[src/rtl/alu_pkg.sv]
// Shared types and the command legality/operand-need table for the ALU operand collector.
package alu_pkg;

    localparam int ALU_CMD_W = 4;

    typedef enum logic [1:0] {
        IDLE   = 2'd0,
        WAIT_A = 2'd1,
        WAIT_B = 2'd2
    } coll_state_t;

    typedef enum logic [1:0] {
        ERR_NONE = 2'b00,
        ERR_NOOP = 2'b01,
        ERR_TMO  = 2'b10,
        ERR_ILL  = 2'b11
    } err_code_t;

    // bit0 = opa needed, bit1 = opb needed; 00 marks an illegal command
    function automatic logic [1:0] cmd_need(input logic mode, input logic [ALU_CMD_W-1:0] cmd);
        logic [1:0] need;
        need = 2'b00;
        if (mode) begin
            case (cmd)
                4'd0, 4'd1, 4'd2, 4'd3, 4'd8, 4'd9, 4'd10: need = 2'b11;
                4'd4, 4'd5:                                need = 2'b01;
                4'd6, 4'd7:                                need = 2'b10;
                default:                                   need = 2'b00;
            endcase
        end else begin
            case (cmd)
                4'd0, 4'd1, 4'd2, 4'd3, 4'd4, 4'd5, 4'd12, 4'd13: need = 2'b11;
                4'd6, 4'd8, 4'd9:                                 need = 2'b01;
                4'd7, 4'd10, 4'd11:                               need = 2'b10;
                default:                                          need = 2'b00;
            endcase
        end
        return need;
    endfunction

endpackage

[src/rtl/alu_operand_collector_if.sv]
// Request/issue bundle between the bus side (master) and the operand collector (slave).
interface alu_operand_collector_if #(
    parameter int WIDTH = 8,
    parameter int CMD_W = 4,
    parameter int CNT_W = 5
);
    logic             ce;
    logic             mode;
    logic [CMD_W-1:0] cmd;
    logic [1:0]       inp_valid;
    logic [WIDTH-1:0] opa;
    logic [WIDTH-1:0] opb;
    logic             cin;

    logic             issue_valid;
    logic             issue_mode;
    logic [CMD_W-1:0] issue_cmd;
    logic [WIDTH-1:0] issue_opa;
    logic [WIDTH-1:0] issue_opb;
    logic             issue_cin;
    logic             err;
    logic [1:0]       err_code;
    logic             busy;
    logic [CNT_W-1:0] wait_cnt;

    modport master (
        output ce, mode, cmd, inp_valid, opa, opb, cin,
        input  issue_valid, issue_mode, issue_cmd, issue_opa, issue_opb, issue_cin,
        input  err, err_code, busy, wait_cnt
    );

    modport slave (
        input  ce, mode, cmd, inp_valid, opa, opb, cin,
        output issue_valid, issue_mode, issue_cmd, issue_opa, issue_opb, issue_cin,
        output err, err_code, busy, wait_cnt
    );
endinterface

[src/rtl/alu_wait_counter.sv]
// Clock-enabled wait counter with clear and a terminal-count flag at TIMEOUT-1.
module alu_wait_counter #(
    parameter int TIMEOUT = 16,
    parameter int CNT_W   = $clog2(TIMEOUT + 1)
) (
    input  logic             clk,
    input  logic             rst_n,
    input  logic             ce,
    input  logic             clr,
    input  logic             inc,
    output logic [CNT_W-1:0] cnt,
    output logic             tc
);

    logic [CNT_W-1:0] cnt_d;
    logic [CNT_W-1:0] cnt_q;

    always_comb begin
        cnt_d = cnt_q;
        if (clr) begin
            cnt_d = '0;
        end else if (inc) begin
            cnt_d = cnt_q + 1'b1;
        end
    end

    always_ff @(posedge clk) begin
        if (!rst_n) begin
            cnt_q <= '0;
        end else if (ce) begin
            cnt_q <= cnt_d;
        end
    end

    assign cnt = cnt_q;
    assign tc  = (cnt_q == CNT_W'(TIMEOUT - 1));

endmodule

[src/rtl/alu_operand_collector.sv]
// Collects cmd/mode/cin and two operands that may arrive on different cycles,
// then issues one registered complete operation or a coded error pulse.
//   state  | meaning
//   IDLE   | ready for a new operation
//   WAIT_A | cmd and opb held, waiting for opa
//   WAIT_B | cmd and opa held, waiting for opb
module alu_operand_collector
    import alu_pkg::*;
#(
    parameter int WIDTH   = 8,
    parameter int CMD_W   = ALU_CMD_W,
    parameter int TIMEOUT = 16
) (
    input  logic                    clk,
    input  logic                    rst_n,
    alu_operand_collector_if.slave  bus
);

    localparam int CNT_W = $clog2(TIMEOUT + 1);

    localparam logic [1:0] S_IDLE   = IDLE;
    localparam logic [1:0] S_WAIT_A = WAIT_A;
    localparam logic [1:0] S_WAIT_B = WAIT_B;

    logic [1:0]       state_d, state_q;
    logic             mode_d, mode_q;
    logic [CMD_W-1:0] cmd_d, cmd_q;
    logic             cin_d, cin_q;
    logic [WIDTH-1:0] opa_d, opa_q;
    logic [WIDTH-1:0] opb_d, opb_q;

    logic             issue_valid_d, issue_valid_q;
    logic             issue_mode_d, issue_mode_q;
    logic [CMD_W-1:0] issue_cmd_d, issue_cmd_q;
    logic [WIDTH-1:0] issue_opa_d, issue_opa_q;
    logic [WIDTH-1:0] issue_opb_d, issue_opb_q;
    logic             issue_cin_d, issue_cin_q;
    logic             err_d, err_q;
    logic [1:0]       err_code_d, err_code_q;

    logic [ALU_CMD_W-1:0] cmd_base;
    logic [1:0]           need;
    logic                 cnt_clr;
    logic                 cnt_inc;
    logic                 cnt_tc;
    logic [CNT_W-1:0]     cnt;

    alu_wait_counter #(
        .TIMEOUT (TIMEOUT),
        .CNT_W   (CNT_W)
    ) u_wait_counter (
        .clk   (clk),
        .rst_n (rst_n),
        .ce    (bus.ce),
        .clr   (cnt_clr),
        .inc   (cnt_inc),
        .cnt   (cnt),
        .tc    (cnt_tc)
    );

    // Codes that do not survive truncation to the table width are illegal
    always_comb begin
        cmd_base = ALU_CMD_W'(bus.cmd);
        need     = 2'b00;
        if (CMD_W'(cmd_base) == bus.cmd) begin
            need = cmd_need(bus.mode, cmd_base);
        end
    end

    always_comb begin
        state_d       = state_q;
        mode_d        = mode_q;
        cmd_d         = cmd_q;
        cin_d         = cin_q;
        opa_d         = opa_q;
        opb_d         = opb_q;
        issue_valid_d = 1'b0;
        issue_mode_d  = issue_mode_q;
        issue_cmd_d   = issue_cmd_q;
        issue_opa_d   = issue_opa_q;
        issue_opb_d   = issue_opb_q;
        issue_cin_d   = issue_cin_q;
        err_d         = 1'b0;
        err_code_d    = ERR_NONE;
        cnt_clr       = 1'b1;
        cnt_inc       = 1'b0;

        if (bus.ce) begin
            case (state_q)
                S_IDLE: begin
                    if (need == 2'b00) begin
                        err_d      = 1'b1;
                        err_code_d = ERR_ILL;
                    end else if (bus.inp_valid == 2'b00) begin
                        err_d      = 1'b1;
                        err_code_d = ERR_NOOP;
                    end else if ((bus.inp_valid & need) == need) begin
                        issue_valid_d = 1'b1;
                        issue_mode_d  = bus.mode;
                        issue_cmd_d   = bus.cmd;
                        issue_cin_d   = bus.cin;
                        issue_opa_d   = bus.opa;
                        issue_opb_d   = bus.opb;
                    end else begin
                        mode_d = bus.mode;
                        cmd_d  = bus.cmd;
                        cin_d  = bus.cin;
                        if (bus.inp_valid[0]) begin
                            opa_d   = bus.opa;
                            state_d = S_WAIT_B;
                        end else begin
                            opb_d   = bus.opb;
                            state_d = S_WAIT_A;
                        end
                    end
                end
                S_WAIT_A, S_WAIT_B: begin
                    // An arrival on the terminal-count cycle still issues
                    if ((state_q == S_WAIT_A) ? bus.inp_valid[0] : bus.inp_valid[1]) begin
                        issue_valid_d = 1'b1;
                        issue_mode_d  = mode_q;
                        issue_cmd_d   = cmd_q;
                        issue_cin_d   = cin_q;
                        issue_opa_d   = (state_q == S_WAIT_A) ? bus.opa : opa_q;
                        issue_opb_d   = (state_q == S_WAIT_B) ? bus.opb : opb_q;
                        state_d       = S_IDLE;
                    end else if (cnt_tc) begin
                        err_d      = 1'b1;
                        err_code_d = ERR_TMO;
                        state_d    = S_IDLE;
                    end else begin
                        cnt_clr = 1'b0;
                        cnt_inc = 1'b1;
                    end
                end
                default: begin
                    state_d = S_IDLE;
                end
            endcase
        end
    end

    always_ff @(posedge clk) begin
        if (!rst_n) begin
            state_q       <= S_IDLE;
            mode_q        <= 1'b0;
            cmd_q         <= '0;
            cin_q         <= 1'b0;
            opa_q         <= '0;
            opb_q         <= '0;
            issue_valid_q <= 1'b0;
            issue_mode_q  <= 1'b0;
            issue_cmd_q   <= '0;
            issue_opa_q   <= '0;
            issue_opb_q   <= '0;
            issue_cin_q   <= 1'b0;
            err_q         <= 1'b0;
            err_code_q    <= ERR_NONE;
        end else begin
            state_q       <= state_d;
            mode_q        <= mode_d;
            cmd_q         <= cmd_d;
            cin_q         <= cin_d;
            opa_q         <= opa_d;
            opb_q         <= opb_d;
            issue_valid_q <= issue_valid_d;
            issue_mode_q  <= issue_mode_d;
            issue_cmd_q   <= issue_cmd_d;
            issue_opa_q   <= issue_opa_d;
            issue_opb_q   <= issue_opb_d;
            issue_cin_q   <= issue_cin_d;
            err_q         <= err_d;
            err_code_q    <= err_code_d;
        end
    end

    assign bus.issue_valid = issue_valid_q;
    assign bus.issue_mode  = issue_mode_q;
    assign bus.issue_cmd   = issue_cmd_q;
    assign bus.issue_opa   = issue_opa_q;
    assign bus.issue_opb   = issue_opb_q;
    assign bus.issue_cin   = issue_cin_q;
    assign bus.err         = err_q;
    assign bus.err_code    = err_code_q;
    assign bus.busy        = (state_q != S_IDLE);
    assign bus.wait_cnt    = cnt;

endmodule

[src/flat_wrapper.sv]
// flat-port wrapper written by rule: the top's interface ports become plain ports
module alu_operand_collector_flat import alu_pkg::*;
#(
    parameter int WIDTH   = 8,
    parameter int CMD_W   = ALU_CMD_W,
    parameter int TIMEOUT = 16
)
  (clk, rst_n, bus_ce, bus_mode, bus_cmd, bus_inp_valid, bus_opa, bus_opb, bus_cin, bus_issue_valid, bus_issue_mode, bus_issue_cmd, bus_issue_opa, bus_issue_opb, bus_issue_cin, bus_err, bus_err_code, bus_busy, bus_wait_cnt);
  alu_operand_collector_if #(.WIDTH(WIDTH), .CMD_W(CMD_W), .CNT_W(($clog2(TIMEOUT + 1)))) bus_i ();
  input  logic clk;
  input  logic rst_n;
  input wire logic [$bits(bus_i.ce)-1:0] bus_ce;
  input wire logic [$bits(bus_i.mode)-1:0] bus_mode;
  input wire logic [$bits(bus_i.cmd)-1:0] bus_cmd;
  input wire logic [$bits(bus_i.inp_valid)-1:0] bus_inp_valid;
  input wire logic [$bits(bus_i.opa)-1:0] bus_opa;
  input wire logic [$bits(bus_i.opb)-1:0] bus_opb;
  input wire logic [$bits(bus_i.cin)-1:0] bus_cin;
  output wire logic [$bits(bus_i.issue_valid)-1:0] bus_issue_valid;
  output wire logic [$bits(bus_i.issue_mode)-1:0] bus_issue_mode;
  output wire logic [$bits(bus_i.issue_cmd)-1:0] bus_issue_cmd;
  output wire logic [$bits(bus_i.issue_opa)-1:0] bus_issue_opa;
  output wire logic [$bits(bus_i.issue_opb)-1:0] bus_issue_opb;
  output wire logic [$bits(bus_i.issue_cin)-1:0] bus_issue_cin;
  output wire logic [$bits(bus_i.err)-1:0] bus_err;
  output wire logic [$bits(bus_i.err_code)-1:0] bus_err_code;
  output wire logic [$bits(bus_i.busy)-1:0] bus_busy;
  output wire logic [$bits(bus_i.wait_cnt)-1:0] bus_wait_cnt;
  assign bus_i.ce = bus_ce;
  assign bus_i.mode = bus_mode;
  assign bus_i.cmd = bus_cmd;
  assign bus_i.inp_valid = bus_inp_valid;
  assign bus_i.opa = bus_opa;
  assign bus_i.opb = bus_opb;
  assign bus_i.cin = bus_cin;
  assign bus_issue_valid = bus_i.issue_valid;
  assign bus_issue_mode = bus_i.issue_mode;
  assign bus_issue_cmd = bus_i.issue_cmd;
  assign bus_issue_opa = bus_i.issue_opa;
  assign bus_issue_opb = bus_i.issue_opb;
  assign bus_issue_cin = bus_i.issue_cin;
  assign bus_err = bus_i.err;
  assign bus_err_code = bus_i.err_code;
  assign bus_busy = bus_i.busy;
  assign bus_wait_cnt = bus_i.wait_cnt;
  alu_operand_collector #(.WIDTH(WIDTH), .CMD_W(CMD_W), .TIMEOUT(TIMEOUT)) u_core (.clk(clk), .rst_n(rst_n), .bus(bus_i));
endmodule
[config.mk]
export PLATFORM = sky130hd
export DESIGN_NAME = alu_operand_collector_flat
export DESIGN_NICKNAME = d
export VERILOG_FILES = /design/src/rtl/alu_pkg.sv /design/src/rtl/alu_operand_collector_if.sv /design/src/rtl/alu_wait_counter.sv /design/src/rtl/alu_operand_collector.sv /design/src/flat_wrapper.sv
export SDC_FILE = /design/constraint.sdc
export NUM_CORES = 1
export LEC_CHECK = 0
export ABC_AREA = 1
export CORE_MARGIN = 2
export CORE_UTILIZATION = 46
export CTS_BUF_LIST = sky130_fd_sc_hd__clkbuf_4
export DETAILED_ROUTE_END_ITERATION = 16
export HOLD_SLACK_MARGIN = 0.12
export PLACE_DENSITY = 0.84
export RECOVER_POWER = 100
export SETUP_SLACK_MARGIN = 0.05
export SYNTH_ARGS = -nofsm -noshare
export SYNTH_HDL_FRONTEND = slang
export SYNTH_SLANG_ARGS = --single-unit
[constraint.sdc]
create_clock -name clk -period 3 [get_ports clk]
set_input_delay 0.9 -clock clk [delete_from_list [all_inputs] [get_ports clk]]
set_output_delay 0.9 -clock clk [all_outputs]
set_load 0.02 [all_outputs]
Word level (Yosys, flattened, before mapping)
Memory sizes are Yosys's and may differ from the RTL's.
Cells that the tools add are included.
{ "totals": {"reg_bits": 55, "romBits": 64, "in_bits": 27, "out_inout_bits": 32, "word_cells": 107, "n_memories": 2} }
{ "mem_list": {"columns": ["memory", "words", "width", "read_ports", "rd_clocked_by_memory_dff", "write_ports", "line_no", "rtl"], "rows": [
  ["(name not given)", 16, 2, 1, 0, 0, "alu_pkg.sv:24", "case (cmd)"],
  ["(name not given)", 16, 2, 1, 0, 0, "alu_pkg.sv:31", "case (cmd)"]
]} }
{ "classes": {"addsub": 1, "eq_ne": 10, "mux": 60, "bitwise": 5, "n_reduce_logical": 14} }
{ "ops": {"columns": ["operator", "count"], "rows": [
  ["8-bit 2-to-1 mux", 10],
  ["8-bit one-hot mux with 2 select lines", 2],
  ["1-bit 2-to-1 mux", 25],
  ["2-bit 2-to-1 mux", 10],
  ["6-bit AND reduction", 3],
  ["4-bit 2-to-1 mux", 4],
  ["5-bit 2-to-1 mux", 2],
  ["5-bit AND reduction", 2],
  ["1-bit one-hot mux with 2 select lines", 4],
  ["2-bit one-hot mux with 2 select lines", 2],
  ["4-bit one-hot mux with 2 select lines", 1],
  ["2-bit zero test", 3],
  ["2-bit != test (second input constant)", 3],
  ["2-bit nonzero test", 3],
  ["5-bit by 1-bit adder with 5-bit output (second input constant)", 1],
  ["5-bit by 4-bit equality test with 1-bit output (second input constant)", 1],
  ["2-bit by 1-bit != test with 1-bit output (second input constant)", 2],
  ["1-bit inverter", 4],
  ["2-bit AND reduction", 2],
  ["3-bit by 1-bit != test with 1-bit output (second input constant)", 1],
  ["2-bit bitwise AND", 1],
  ["2-bit by 1-bit equality test with 1-bit output (second input constant)", 1],
  ["2-bit equality test", 1],
  ["2-bit equality test (second input constant)", 1],
  ["2-bit OR reduction", 1]
]} }

Longest topological paths before layout
Gate-level depths: netlist of run 1.
An unclocked memory read counts as a cell.
{ "depth": {"depth_word": 8, "depth_mapped": 14, "mapped_depth_nobuf": 13} }

Hierarchy
A second synthesis of run 1 with hierarchy kept.
{ "hier_totals": {"cells_unflattened": 440, "area_unflattened_um2": 2829.0} }
{ "modules_own_cells": {"columns": ["mod", "instances", "cells_per_inst", "area_per_inst_um2", "seq_area_each_um2"], "rows": [
  ["alu_operand_collector", 1, 405, 2577.5, 1001.0],
  ["alu_wait_counter", 1, 35, 251.5, 100.1]
]} }

Least setup slack after synthesis of run 1
OpenSTA, ideal clock, no wires.
{ "synth_path": {"path_type": "input to register", "from": "in bus_cmd[1]", "to": "reg u_core.issue_opb_q[0], in the netlist u_core.bus.issue_opb[0]", "setup_time_ns": 0.113, "arrival_ns": 2.101, "required_ns": 2.887, "setup_slack_ns": 0.786, "stages": 13, "path_buffers": 1, "path_cell_list": "inv_1 ha_1 inv_1 a21oi_1 nand2_1 nand2_2 nor2_1 a21oi_4 nand2_4 buf_6 nand2_1 nand2_1 nor2_1"} }
{ "synth_between": {"elab_chain_len": 6, "word_cells_on_any_way": 9, "cone_classes": "eq/ne: 3; mux: 1; bitwise: 1; reduce/logical: 2; memory: 2"} }
{ "synth_rtl": {"columns": ["element", "line_no", "rtl"], "rows": [
  ["from (decl)", "flat_wrapper.sv:14", "input wire logic [$bits(bus_i.cmd)-1:0] bus_cmd;"],
  ["memory read 16 x 2 bit (on tied branches)", null, null],
  ["2-bit 2-to-1 mux *", "alu_pkg.sv:23", "if (mode) begin"],
  ["2-bit bitwise AND", "alu_operand_collector.sv:97", "end else if ((bus.inp_valid & need) == need) begin"],
  ["2-bit equality test", "alu_operand_collector.sv:97", null],
  ["2-bit by 1-bit != test with 1-bit output (no line)", null, null],
  ["6-bit AND reduction (no line) *", null, null],
  ["to (signal assigned)", "alu_operand_collector.sv:170", "issue_opb_q <= issue_opb_d;"],
  ["to (decl)", "alu_operand_collector.sv:36", "logic [WIDTH-1:0] issue_opb_d, issue_opb_q;"]
]} }
Mark *: on every way between the ends. The rest lies on a longest branch, timed or not.
A chain may end at the register's enable or synchronous reset.

Worst setup path in the final report of run 1
{ "layout_path": {"from": "reg u_core.state_q[0]", "to": "out bus_busy"} }
{ "layout_between": {"elab_chain_len": 1} }
{ "layout_rtl": {"columns": ["element", "line_no", "rtl"], "rows": [
  ["from (decl)", "alu_operand_collector.sv:25", "logic [1:0] state_d, state_q;"],
  ["from (signal assigned)", "alu_operand_collector.sv:160", "state_q <= state_d;"],
  ["2-bit nonzero test", "alu_operand_collector.sv:185", "assign bus.busy = (state_q != S_IDLE);"],
  ["to (decl)", "flat_wrapper.sv:27", "output wire logic [$bits(bus_i.busy)-1:0] bus_busy;"]
]} }
No other way between the ends.

==> reports/qor.json, run 1 <==
{
  "rows": {"value": 27},
  "antennaDiodeCount": {"value": 0},
  "number_of_antenna_violations_at_the_first_check_in_global_routing": {"value": 0},
  "fin_nets": {"value": 496},
  "period_share": {"value": 92.8, "unit": "%"},
  "final-max-slew-violation-count": {"value": 0},
  "power.static_leakage": {"value": 1.65, "unit": "nW"},
  "die_ar": {"value": 6530, "unit": "um^2"},
  "initial_core_util": {"value": 48.4, "unit": "%"},
  "synth_seq_area_share": {"value": 40.6, "unit": "%"},
  "clock_insertion_delay_worst_skew": {"value": 370, "unit": "ps"},
  "outcome": {"value": "completed"},
  "critPathMaxFanout": {"value": 9},
  "regToRegStartpoint": {"value": "u_core.state_q[0]$_SDFFE_PN0P_"},
  "routed_wire_length_per_instance": {"value": 11.2, "unit": "um"},
  "finalWirelength": {"value": 5990, "unit": "um"},
  "pwr-share-seq": {"value": 45.2, "unit": "%"},
  "final_layout_size_suffix_gt1_share": {"value": 4.56, "unit": "%"},
  "vias": {"value": 2550},
  "cp-end-kind": {"value": "output port"},
  "first_pass_grt_wire_length": {"value": 9710, "unit": "um"},
  "grt_pass1_vias": {"value": 2241},
  "report.final.hold_viol_count": {"value": 0},
  "hp-class": {"value": "reg2reg"},
  "detailedRoute.firstPassIterationCount": {"value": 5},
  "setup.worst_path.start_class": {"value": "flop"},
  "place_congestion": {"value": 0.913},
  "synth_fp_nets": {"value": 439},
  "critPathRequiredTime": {"value": 2100, "unit": "ps"},
  "buffer_ports.inserted": {"value": 58},
  "worstSetupPathType": {"value": "reg2out"},
  "tightest_slew": {"value": 604, "unit": "ps"},
  "grt_setup_unrepaired": {"value": "false"},
  "power_density": {"value": 555, "unit": "nW/um^2"},
  "setup_tns": {"value": 0, "unit": "ps"},
  "postCtsHoldBufs": {"value": 0},
  "timing.clock.skew": {"value": 14.0, "unit": "ps"},
  "cts.repair.resized": {"value": 0},
  "global_route.usage.total": {"value": 18.8, "unit": "%"},
  "power": {"value": 1.89, "unit": "mW"},
  "route.antenna.remaining_nets": {"value": 0},
  "regToRegEndpoint": {"value": "u_core.bus.issue_opb[0]$_SDFFE_PN0P_"},
  "cts_setup_buffers": {"value": 0},
  "max_clock_freq": {"value": 359, "unit": "MHz"},
  "cts-root-to-sink-buffers": {"value": 2},
  "r2r_setup_slack": {"value": 960, "unit": "ps"},
  "synthesis_warning_total": {"value": 0},
  "min-delay-start": {"value": "u_core.opa_q[4]$_SDFFE_PN0P_"},
  "mappedNetlistArea": {"value": 2710, "unit": "um^2"},
  "grt_max_degree": {"value": 24},
  "numCtsBuffers": {"value": 5},
  "area_overhead_vs_synth": {"value": 25.6, "unit": "%"},
  "yosys-top-cells-area": {"value": "sky130_fd_sc_hd__dfxtp_1 41%, sky130_fd_sc_hd__nand2_1 14%, sky130_fd_sc_hd__nor2_1 8.3%, sky130_fd_sc_hd__inv_1 7.7%, sky130_fd_sc_hd__o21ai_0 6.1%"},
  "drv_cap": {"value": 0},
  "drt_iter0_drc": {"value": 109},
  "cts.htree.levels": {"value": 2},
  "vias_per_cell": {"value": 4.78},
  "synth_area_leader_cell": {"value": "sky130_fd_sc_hd__dfxtp_1"},
  "overflow_after_grt": {"value": 0},
  "finalWorstPathRequiredPeriod": {"value": 2780, "unit": "ps"},
  "number_of_sinks_driven_by_the_clock_tree": {"value": 55},
  "timing.hold.worst_path_depth": {"value": 2},
  "crit_start": {"value": "u_core.state_q[0]$_SDFFE_PN0P_"},
  "remaining_drc_errors": {"value": 0},
  "ctsRootBufferMaster": {"value": "sky130_fd_sc_hd__clkbuf_4"},
  "max-vdd-ir-drop": {"value": 0.258, "unit": "mV"},
  "swShare": {"value": 36.9, "unit": "%"},
  "die_y": {"value": 80.8, "unit": "um"},
  "power_switching": {"value": 0.697, "unit": "mW"},
  "cp_data_arrival_time": {"value": 1880, "unit": "ps"},
  "syn_inst": {"value": 403},
  "synth.top_cell.area_share": {"value": 40.6, "unit": "%"},
  "power_share_of_the_clock_group": {"value": 17.1, "unit": "%"},
  "holdPathEnd": {"value": "u_core.opa_q[4]$_SDFFE_PN0P_"},
  "setup-violations-final": {"value": 0},
  "tritoncts": {"value": "done"},
  "slew-limit-headroom": {"value": 59.7, "unit": "%"},
  "die_w": {"value": 80.8, "unit": "um"},
  "yosys_register_bits": {"value": 55},
  "clkTransAtPathRegs": {"value": 160, "unit": "ps"},
  "pwr-share-comb": {"value": 37.7, "unit": "%"},
  "worst-r2r-cell-count": {"value": 7},
  "io_pins": {"value": 59},
  "synthDistinctLibCells": {"value": 27},
  "core_area": {"value": 5610, "unit": "um^2"},
  "place.detailed.hpwl": {"value": 4430, "unit": "um"},
  "internal_power": {"value": 1.19, "unit": "mW"},
  "syn_avg_cell_area": {"value": 6.73, "unit": "um^2"}
}
metrics by stage:
stage	hold slack (ps)	worst slack, ps	std cells	area (um^2)	util (%)
finish	462	216	533	3410	60.8
global route	480	74.0	533	3410	60.8
CTS	461	196	533	3430	61.1
detailed placement	440	67.5	525	3370	60.1
global placement	433	106	525	3370	60.1
floorplan	425	786	403	2710	-
state kept, by name (all words and copies together) (netlist names):
signal	flops
u_core.bus.issue_cin	1
u_core.bus.err	1
u_core.opa_q	8
u_core.state_q	2
u_core.bus.issue_cmd	4
u_core.opb_q	8
u_core.bus.issue_opb	8
u_core.bus.issue_valid	1
u_core.u_wait_counter.cnt	5
u_core.bus.issue_mode	1
u_core.cin_q	1
u_core.cmd_q	4
u_core.mode_q	1
u_core.bus.err_code	2
u_core.bus.issue_opa	8
layout make-up:
| class | instances | area, um^2 |
|---|---|---|
| clock buffers | 6 | 45.0 |
| multi-input cells | 272 | 1270 |
| flip-flops and latches | 55 | 1100 |
| inverters | 60 | 225 |
| fillers | 524 | 2200 |
| repair buffers | 66 | 662 |
| clock inverters | 2 | 12.5 |
| well taps | 72 | 90.1 |
cell usage in the layout (no fill, tap or decap), types with 3 or more instances in the layout:
master,instances
sky130_fd_sc_hd__nand2_1,107
sky130_fd_sc_hd__nor2_1,60
sky130_fd_sc_hd__inv_1,57
sky130_fd_sc_hd__dfxtp_1,55
sky130_fd_sc_hd__o21ai_0,33
sky130_fd_sc_hd__dlygate4sd3_1,33
sky130_fd_sc_hd__a21oi_1,30
sky130_fd_sc_hd__clkdlybuf4s50_1,25
sky130_fd_sc_hd__nand3_1,10
sky130_fd_sc_hd__ha_1,9
sky130_fd_sc_hd__o21ai_1,6
sky130_fd_sc_hd__clkbuf_4,6
sky130_fd_sc_hd__buf_4,5
sky130_fd_sc_hd__nand4_1,3
how the worst max path moves through the flow:
stage                                           endpoint  slack [ps]
floorplan           u_core.bus.issue_opb[0]$_SDFFE_PN0P_         790
global placement    u_core.bus.issue_opb[7]$_SDFFE_PN0P_         110
detailed placement  u_core.bus.issue_opb[5]$_SDFFE_PN0P_          70
CTS                                             bus_busy         200
global route                u_core.opa_q[7]$_SDFFE_PN0P_          70
finish                                          bus_busy         220
synth_stat cells (all sizes together):
master,number
nand4,3
clkbuf,7
nand3b,1
dfxtp,55
o21bai,1
clkinv,1
nand3,11
buf,9
o211ai,1
ha,9
or2,2
a21oi,31
nor2,60
xor2,2
inv,59
o21ai,39
and3,1
nand2,110
nor3,1
power by group through the flow:
stage | Clock [mW] | Combinational [mW] | Sequential (mW)
after floorplan | 0 | 0.411 | 0.942
after global placement | 0 | 0.724 | 0.872
after detailed placement | 0 | 0.737 | 0.875
after CTS | 0.336 | 0.741 | 0.859
after global routing | 0.368 | 0.798 | 0.865
final | 0.323 | 0.713 | 0.856
worst max-delay path, cell delays in order (launching register included):
cell and delay, ps:
sky130_fd_sc_hd__dfxtp_1 390, sky130_fd_sc_hd__inv_1 90, sky130_fd_sc_hd__ha_1 330, sky130_fd_sc_hd__inv_1 100, sky130_fd_sc_hd__clkdlybuf4s50_1 600
routing by layer:
layer / track usage, % / part of all wire, %
met4: 4.92 / 1.4
met1: 24.2 / 47
met5: 0 / 0
met2: 32.2 / 47
met3: 3.78 / 4.5
logic make-up (layout without fill, tap and decap cells):
| kind of cell | Yosys count | after routing | synth area share, % |
|---|---|---|---|
| adder cells (fa/ha/maj) | 9 | 9 | 4.15 |
| flip-flops | 55 | 55 | 40.6 |
| buffers and inverters | 76 | 134 | 11.9 |
| AND/OR/NAND/NOR | 189 | 189 | 28.8 |
| AO/OA/AOI/OAI | 72 | 72 | 13.9 |
| XOR/XNOR | 2 | 2 | 0.646 |
No activity file was read; power rests on OpenSTA's default activity.
==> run 2: changes to the inputs <==
--- a/config.mk
+++ b/config.mk
@@ -12,7 +12,6 @@
 export DETAILED_ROUTE_END_ITERATION = 16
 export HOLD_SLACK_MARGIN = 0.12
 export PLACE_DENSITY = 0.84
-export RECOVER_POWER = 100
 export SETUP_SLACK_MARGIN = 0.05
 export SYNTH_ARGS = -nofsm -noshare
 export SYNTH_HDL_FRONTEND = slang
==> run 2 against run 1 <==
Net effect: maximum frequency about the same; flip-flop and latch count unchanged; sequential power about the same; critical path type unchanged; largest cell class unchanged; largest power group unchanged; highest routed layer unchanged.
==> reports/qor.json, run 2 (synthesis gave the netlist of run 1 again) <==
{
  "routed_wire_length_per_instance": {"value": 11.3, "unit": "um"},
  "timing.hold.worst_path_depth": {"value": 2},
  "grt_setup_unrepaired": {"value": "false"},
  "remaining_drc_errors": {"value": 0},
  "initial_core_util": {"value": 48.4, "unit": "%"},
  "grt_pass1_vias": {"value": 2241},
  "postCtsHoldBufs": {"value": 0},
  "r2r_setup_slack": {"value": 970, "unit": "ps"},
  "number_of_antenna_violations_at_the_first_check_in_global_routing": {"value": 0},
  "power.static_leakage": {"value": 1.56, "unit": "nW"},
  "vias": {"value": 2540},
  "report.final.hold_viol_count": {"value": 0},
  "route.antenna.remaining_nets": {"value": 0},
  "outcome": {"value": "completed"},
  "period_share": {"value": 92.7, "unit": "%"},
  "holdPathEnd": {"value": "u_core.opa_q[4]$_SDFFE_PN0P_"},
  "finalWirelength": {"value": 6010, "unit": "um"},
  "max-vdd-ir-drop": {"value": 0.258, "unit": "mV"},
  "cts.repair.resized": {"value": 0},
  "power_share_of_the_clock_group": {"value": 16.8, "unit": "%"},
  "antennaDiodeCount": {"value": 0},
  "io_pins": {"value": 59},
  "die_w": {"value": 80.8, "unit": "um"},
  "place.detailed.hpwl": {"value": 4430, "unit": "um"},
  "cts.htree.levels": {"value": 2},
  "regToRegStartpoint": {"value": "u_core.state_q[0]$_SDFFE_PN0P_"},
  "max_clock_freq": {"value": 359, "unit": "MHz"},
  "tritoncts": {"value": "done"},
  "area_overhead_vs_synth": {"value": 26.3, "unit": "%"},
  "finalWorstPathRequiredPeriod": {"value": 2780, "unit": "ps"},
  "power_density": {"value": 560, "unit": "nW/um^2"},
  "swShare": {"value": 36.6, "unit": "%"},
  "pwr-share-seq": {"value": 44.7, "unit": "%"},
  "final_cell_area": {"value": 3430, "unit": "um^2"},
  "setup.worst_path.start_class": {"value": "flop"},
  "cts_setup_buffers": {"value": 0},
  "final_layout_size_suffix_gt1_share": {"value": 5.64, "unit": "%"},
  "setup-violations-final": {"value": 0},
  "fin_nets": {"value": 496},
  "min-delay-start": {"value": "u_core.opa_q[4]$_SDFFE_PN0P_"},
  "vias_per_cell": {"value": 4.77},
  "number_of_sinks_driven_by_the_clock_tree": {"value": 55},
  "post_dp_cell_area": {"value": 3370, "unit": "um^2"},
  "regToRegEndpoint": {"value": "u_core.bus.issue_opb[5]$_SDFFE_PN0P_"},
  "cp_data_arrival_time": {"value": 1880, "unit": "ps"},
  "worstSetupPathType": {"value": "reg2out"},
  "hp-class": {"value": "reg2reg"},
  "die_ar": {"value": 6530, "unit": "um^2"},
  "drv_cap": {"value": 0},
  "cts-root-to-sink-buffers": {"value": 2},
  "pwr-share-comb": {"value": 38.5, "unit": "%"},
  "die_y": {"value": 80.8, "unit": "um"},
  "fill_cells": {"value": 520},
  "internal_power": {"value": 1.22, "unit": "mW"},
  "slew-limit-headroom": {"value": 67.8, "unit": "%"},
  "overflow_after_grt": {"value": 0},
  "rows": {"value": 27},
  "setup_tns": {"value": 0, "unit": "ps"},
  "global_route.usage.total": {"value": 18.8, "unit": "%"},
  "buffer_ports.inserted": {"value": 58},
  "first_pass_grt_wire_length": {"value": 9710, "unit": "um"},
  "critPathMaxFanout": {"value": 9},
  "drt_iter0_drc": {"value": 107},
  "final_core_util": {"value": 61.1, "unit": "%"},
  "tightest_slew": {"value": 482, "unit": "ps"},
  "critPathRequiredTime": {"value": 2100, "unit": "ps"},
  "power_switching": {"value": 0.702, "unit": "mW"},
  "final_common_cell": {"value": "sky130_fd_sc_hd__nand2_1"},
  "core_area": {"value": 5610, "unit": "um^2"},
  "final-max-slew-violation-count": {"value": 0},
  "place_congestion": {"value": 0.913},
  "clock_insertion_delay_worst_skew": {"value": 370, "unit": "ps"},
  "cp-end-kind": {"value": "output port"},
  "most-common-layout-cells": {"value": "104 x sky130_fd_sc_hd__nand2_1, 60 x sky130_fd_sc_hd__nor2_1, 58 x sky130_fd_sc_hd__clkdlybuf4s50_1, 56 x sky130_fd_sc_hd__inv_1, 55 x sky130_fd_sc_hd__dfxtp_1"},
  "grt_max_degree": {"value": 24},
  "numCtsBuffers": {"value": 5},
  "worst-r2r-cell-count": {"value": 10},
  "detailedRoute.firstPassIterationCount": {"value": 4},
  "timing.clock.skew": {"value": 14.3, "unit": "ps"},
  "clkTransAtPathRegs": {"value": 160, "unit": "ps"},
  "ctsRootBufferMaster": {"value": "sky130_fd_sc_hd__clkbuf_4"}
}
## run 2: worst max-delay path by stage
stage                                   startpoint                                   end  slack [ps]  cells after the start
floorplan                               bus_cmd[1]  u_core.bus.issue_opb[0]$_SDFFE_PN0P_         790                     13
global placement                        bus_cmd[2]  u_core.bus.issue_opb[7]$_SDFFE_PN0P_         110                     15
detailed placement                      bus_cmd[2]  u_core.bus.issue_opb[5]$_SDFFE_PN0P_          70                     15
CTS                 u_core.state_q[0]$_SDFFE_PN0P_                              bus_busy         200                      4
global route        u_core.state_q[0]$_SDFFE_PN0P_                              bus_busy         110                      4
finish              u_core.state_q[0]$_SDFFE_PN0P_                              bus_busy         220                      4
## run 2: through the flow
| step | std cells | setup slack (ps) | hold WS, ps | power, mW |
|---|---|---|---|---|
| 3_5_place_dp | 525 | 67.5 | 440 | 1.61 |
| 3_3_place_gp | 525 | 106 | 433 | 1.60 |
| 5_1_grt | 533 | 109 | 480 | 2.06 |
| 6_report | 533 | 218 | 462 | 1.92 |
| 2_1_floorplan | 403 | 786 | 425 | 1.35 |
| 4_1_cts | 533 | 196 | 461 | 1.94 |
## run 2: critical path, cell delays in order, from the launching register on
cell and delay, ps:
sky130_fd_sc_hd__dfxtp_1 390, sky130_fd_sc_hd__inv_1 90, sky130_fd_sc_hd__ha_1 330, sky130_fd_sc_hd__inv_1 100
sky130_fd_sc_hd__clkdlybuf4s50_1 600
## run 2: power groups by stage
stage / sequential (mW) / clock [mW] / combinational (mW)
floorplan: 0.942 / 0 / 0.411
CTS: 0.859 / 0.336 / 0.741
global placement: 0.872 / 0 / 0.724
detailed placement: 0.875 / 0 / 0.737
finish: 0.858 / 0.323 / 0.739
global route: 0.867 / 0.368 / 0.824
## run 2: metal layers
| metal | global-route usage (%) | routed length [um] |
|---|---|---|
| met2 | 32.2 | 2850 |
| met4 | 4.92 | 54 |
| met5 | 0 | 0 |
| met3 | 3.78 | 294 |
| met1 | 24.2 | 2810 |
## run 2: final cells by class
| type | instances | area, um^2 | area share, % |
|---|---|---|---|
| Sequential cell | 55 | 1100 | 32.1 |
| Clock inverter | 2 | 12.5 | 0.365 |
| Timing Repair Buffer | 66 | 666 | 19.4 |
| Clock buffer | 6 | 45.0 | 1.31 |
| Tap cell | 72 | 90.1 | 2.63 |
| Multi-Input combinational cell | 272 | 1290 | 37.6 |
| Inverter | 60 | 225 | 6.57 |
==> run 3: changes to the inputs <==
--- a/config.mk
+++ b/config.mk
@@ -12,6 +12,7 @@
 export DETAILED_ROUTE_END_ITERATION = 16
 export HOLD_SLACK_MARGIN = 0.12
 export PLACE_DENSITY = 0.84
+export RECOVER_POWER = 50
 export SETUP_SLACK_MARGIN = 0.05
 export SYNTH_ARGS = -nofsm -noshare
 export SYNTH_HDL_FRONTEND = slang
==> constraint.sdc (replaced) <==
create_clock -name clk -period 2.7 [get_ports clk]
set_input_delay 0.81 -clock clk [delete_from_list [all_inputs] [get_ports clk]]
set_output_delay 0.81 -clock clk [all_outputs]
set_load 0.02 [all_outputs]
==> run 3 against run 2 <==
Net effect: register-to-register slack got worse by 350 ps; routed wire length decreased by 0.62%; clock skew down 9.0 ps; cell count increased by 0.75%; sequential share of layout area down 0.49 points; die area is the same; critical path depth is the same; hold slack worse by 4.7 ps; setup slack worse by 33 ps; power increased by 14%; clock-buffer cell count stayed put; final area up 1.5%.
==> reports/qor.json, run 3 (synthesis gave the netlist of run 1 again) <==
{
  "period_share": {"value": 93.1, "unit": "%"},
  "regToRegStartpoint": {"value": "u_core.state_q[0]$_SDFFE_PN0P_"},
  "crit_path_frequent_cell": {"value": "sky130_fd_sc_hd__inv_1"},
  "crit_start": {"value": "u_core.state_q[0]$_SDFFE_PN0P_"},
  "cts.repair.resized": {"value": 0},
  "fill_cells": {"value": 512},
  "grt_setup_unrepaired": {"value": "false"},
  "final_layout_size_suffix_gt1_share": {"value": 6.45, "unit": "%"},
  "worstSetupPathType": {"value": "reg2out"},
  "slew-limit-headroom": {"value": 70.2, "unit": "%"},
  "grt.busiest_layer": {"value": "met2"},
  "core_area": {"value": 5610, "unit": "um^2"},
  "cpMaxStageDelayCell": {"value": "sky130_fd_sc_hd__clkdlybuf4s50_1"},
  "place.detailed.hpwl": {"value": 4380, "unit": "um"},
  "route.antenna.remaining_nets": {"value": 0},
  "worstPathCellList": {"value": "inv_1, ha_1, inv_1, clkdlybuf4s50_1"},
  "clock_insertion_delay_worst_skew": {"value": 360, "unit": "ps"},
  "area_overhead_vs_synth": {"value": 28.3, "unit": "%"},
  "tightest_slew": {"value": 447, "unit": "ps"},
  "cp-end-kind": {"value": "output port"},
  "detailedRoute.firstPassIterationCount": {"value": 4},
  "die_w": {"value": 80.8, "unit": "um"},
  "number_of_antenna_violations_at_the_first_check_in_global_routing": {"value": 0},
  "outcome": {"value": "completed"},
  "buffer_ports.inserted": {"value": 58},
  "die_y": {"value": 80.8, "unit": "um"},
  "cts-root-to-sink-buffers": {"value": 2},
  "grt.met1_usage": {"value": 25.4, "unit": "%"},
  "cp_data_arrival_time": {"value": 1700, "unit": "ps"},
  "grt_max_degree": {"value": 40},
  "max-vdd-ir-drop": {"value": 0.270, "unit": "mV"},
  "finalWorstPathRequiredPeriod": {"value": 2510, "unit": "ps"},
  "overflow_after_grt": {"value": 0},
  "numPlacedInstances": {"value": 530},
  "setup.worst_path.start_class": {"value": "flop"},
  "max_clock_freq": {"value": 398, "unit": "MHz"},
  "clkTransAtPathRegs": {"value": 140, "unit": "ps"},
  "first_pass_grt_wire_length": {"value": 9940, "unit": "um"},
  "finalWirelength": {"value": 5970, "unit": "um"},
  "worst_path_largest_cell_delay": {"value": 590, "unit": "ps"},
  "io_pins": {"value": 59},
  "critPathRequiredTime": {"value": 1890, "unit": "ps"},
  "fin_nets": {"value": 501},
  "finish.cell_count_without_fillers": {"value": 537},
  "routed_wire_length_per_instance": {"value": 11.1, "unit": "um"},
  "rows": {"value": 27},
  "cpLargestDelayFamily": {"value": "buffers and inverters"},
  "cts.htree.levels": {"value": 2},
  "met3_usage": {"value": 3.67, "unit": "%"},
  "min-delay-start": {"value": "u_core.opa_q[4]$_SDFFE_PN0P_"},
  "most-common-layout-cells": {"value": "104 x sky130_fd_sc_hd__nand2_1, 60 x sky130_fd_sc_hd__nor2_1, 57 x sky130_fd_sc_hd__inv_1, 55 x sky130_fd_sc_hd__dfxtp_1, 33 x sky130_fd_sc_hd__o21ai_0"},
  "vias_per_cell": {"value": 4.74},
  "die_ar": {"value": 6530, "unit": "um^2"},
  "report.final.hold_viol_count": {"value": 0},
  "remaining_drc_errors": {"value": 0},
  "antennaDiodeCount": {"value": 0},
  "final_common_cell": {"value": "sky130_fd_sc_hd__nand2_1"},
  "numCtsBuffers": {"value": 5},
  "drv_cap": {"value": 0},
  "power": {"value": 2.19, "unit": "mW"},
  "drt_iter0_drc": {"value": 132},
  "crit_buf_inv": {"value": 3},
  "area_of_the_multi_input_gates": {"value": 1290, "unit": "um^2"},
  "tritoncts": {"value": "done"},
  "power_density": {"value": 630, "unit": "nW/um^2"},
  "final-max-slew-violation-count": {"value": 0},
  "place_congestion": {"value": 0.874},
  "power.static_leakage": {"value": 1.68, "unit": "nW"},
  "postCtsHoldBufs": {"value": 0},
  "gr-usage-met2": {"value": 32.2, "unit": "%"},
  "timing.clock.skew": {"value": 5.25, "unit": "ps"},
  "ctsRootBufferMaster": {"value": "sky130_fd_sc_hd__clkbuf_4"},
  "setup-violations-final": {"value": 0},
  "grt_pass1_vias": {"value": 2321},
  "critPathMaxFanout": {"value": 3},
  "initial_core_util": {"value": 48.4, "unit": "%"},
  "cts_setup_buffers": {"value": 0},
  "number_of_sinks_driven_by_the_clock_tree": {"value": 55},
  "final-seq-area": {"value": 1100, "unit": "um^2"},
  "hp-class": {"value": "reg2reg"},
  "global_route.usage.total": {"value": 19.2, "unit": "%"},
  "vias": {"value": 2547}
}
run 3: power by group:
part,total [mW],switching [mW],internal [mW]
combinational,0.807,0.486,0.320
sequential,0.949,0.0427,0.906
clock,0.438,0.237,0.201
run 3: area by class of cell:
class | instances | area share, %
Clock inverter | 1 | 0.863
Sequential cell | 55 | 31.6
Inverter | 60 | 6.47
Timing Repair Buffer | 71 | 20.1
Multi-Input combinational cell | 272 | 37.0
Tap cell | 72 | 2.59
Clock buffer | 6 | 1.29
run 3: layer usage:
metal  up-vias  wire (um)
met5         -          0
met4         0         53
li1       1363          -
met2        54       2820
met3         6        238
met1      1124       2860
run 3: tightest hold or removal path, delay by kind of cell, from the launching register on:
family | cells | cell delay (ps)
buffers and inverters | 1 | 50
DFF | 1 | 330
AOI/OAI and AO/OA | 1 | 50
run 3: per-stage QoR:
step	area, um^2	hold slack, ps	TNS [ps]	util, %	setup WS [ps]
5_1_grt	3480	477	0	62.0	27.7
2_1_floorplan	2710	425	0	-	576
3_3_place_gp	3410	433	-758	60.8	-47.5
4_1_cts	3480	461	0	62.1	165
6_report	3480	457	0	62.0	185
3_5_place_dp	3410	440	-1820	60.8	-106
run 3: worst paths after layout:
path | end | slack, ps | cells past startpoint
hold reg to reg | u_core.opa_q[4]$_SDFFE_PN0P_ | 460 | 2
hold / removal | u_core.opa_q[4]$_SDFFE_PN0P_ | 460 | 2
setup / recovery | bus_busy | 190 | 4
setup reg to reg | u_core.bus.issue_opb[0]$_SDFFE_PN0P_ | 620 | 7
==> patch: new RTL, flow settings as in run 2 <==
`ALU_CMD_W`: 4 -> 6.
--- a/src/rtl/alu_pkg.sv
+++ b/src/rtl/alu_pkg.sv
@@ -2,5 +2,5 @@
 package alu_pkg;
 
-    localparam int ALU_CMD_W = 4;
+    localparam int ALU_CMD_W = 6;
 
     typedef enum logic [1:0] {
Ports: changed (resized bus_cmd and bus_issue_cmd); port bits go from 59 to 63. The function was not compared with the original's and may differ.
==> patch against run 2 <==
Utilization decreased by 1.7 points. Final area increased by 16%. Total power decreased by 2.0%. Synthesized area increased by 15%. Die area increased by 14%. Setup slack got worse by 0.081 ns. Sequential cell count increased by 4. Routed wire length increased by 16%. Largest power group unchanged. Highest routed layer unchanged.
==> patch: results (changes against run 2) <==
| Metric | Value |
|---|---|
| Register area share after synthesis | 0.378 (was 0.406) |
| Status | complete, no violations (unchanged) |
| Vias in the first global route | 2673 (was 2241) |
| WP data arrival | 1.96 ns (was 1.88 ns) |
| Post-DP HPWL | 5260 microns (was 4430 microns) |
| Worst-case reg-to-reg path depth | 9 (was 10) |
| Nonclk inv count | 58 (was 60) |
| PwrDens | 474 mW/mm^2 (was 560 mW/mm^2) |
| Worst-Skew Late Latency | 0.40 ns (was 0.37 ns) |
| Clk sinks | 59 (was 55) |
| Multi-input logic cell count | 298 (was 272) |
| Clock buf/inv share | 0.0388 (was 0.0168) |
| Drt wl/cell | 12.0 microns (was 11.3 microns) |
| Vias per cell | 4.93 (was 4.77) |
| VDD IR-drop max | 0.390 mV (was 0.258 mV) |
| DR iter-0 viols | 120 (was 107) |
| Largest net degree at the start of global routing | 23 (was 24) |
| Global-route wire length before repair | 11700 microns (was 9710 microns) |
| Dpl cell area | 0.00382 sq mm (was 0.00337 sq mm) |
| Reg2Reg Setup Slack | 0.92 ns (was 0.97 ns) |
| Met2 Usage GRT | 0.326 (was 0.322) |
| Layout clock buffer count | 10 (was 6) |
| GPL Wtd Cong | 0.907 (was 0.913) |
| Top post-synthesis cells by count | nand2_1, nor2_1, dfxtp_1, inv_1, a21oi_1 (was nand2_1, nor2_1, inv_1, dfxtp_1, o21ai_0) |
| Clock transition at path regs | 0.10 ns (was 0.16 ns) |
| Fraction of area in registers | 0.297 (was 0.321) |
| Detailed Route WL | 6960 microns (was 6010 microns) |
| Largest cells by area after synthesis | dfxtp_1, nand2_1, nor2_1, a21oi_1, inv_1 (was dfxtp_1, nand2_1, nor2_1, inv_1, o21ai_0) |
| Synth unique cells | 31 (was 27) |
| Gate Count Post-Synth | 434 (was 403) |
| # H-tree levels | 3 (was 2) |
| Port bufs | 62 (was 58) |
| Met1 Wirelength | 3160 microns (was 2810 microns) |
| Worst Hold Launch | u_core.cmd_q[5] (was u_core.opa_q[4]) |
| Signal buffers | 71 (was 66) |
| GR Util All Layers | 0.195 (was 0.188) |
| Non-clock buffering overhead | 0.178 (was 0.194) |
| CTS buffer count | 9 (was 5) |
| Post-Syn Nets | 472 (was 439) |
| Area of the multi-input gates | 0.00161 sq mm (was 0.00129 sq mm) |
| Pre-CTS setup slack | 0.0454 ns (was 0.0675 ns) |
| Skew final | 0.0119 ns (was 0.0143 ns) |
| Final nets | 535 (was 496) |
-- patch: cell count changes after synthesis, sizes merged, moves of 4 or more --
| cell | change |
|---|---|
| nand3 | +19 |
| nor2 | +15 |
| buf | +4 |
| a21oi | +11 |
| dfxtp | +4 |
| o21ai | -6 |
| nand2 | -14 |
-- patch: worst max-delay path by stage --
stage / to / slack, ns / depth (start not counted)
final: bus_busy / 0.14 / 4
after global routing: bus_busy / 0.06 / 4
after CTS: bus_busy / 0.12 / 4
after detailed placement: u_core.opa_q[0] / 0.05 / 11
after global placement: u_core.bus.issue_opb[2] / 0.11 / 16
after floorplan: u_core.bus.issue_opa[0] / 0.74 / 15
-- patch: cell families after synthesis --
group / share of synthesized area
xor+xnor: 0.00561
flops: 0.378
compound gates: 0.126
fa+ha+maj: 0.0361
simple gates: 0.346
buf+inv: 0.108
-- patch: power breakdown --
part           switching, mW  internal [mW]  total [mW]
combinational          0.229          0.173       0.402
sequential            0.0183          0.819       0.837
clock                  0.303          0.340       0.643
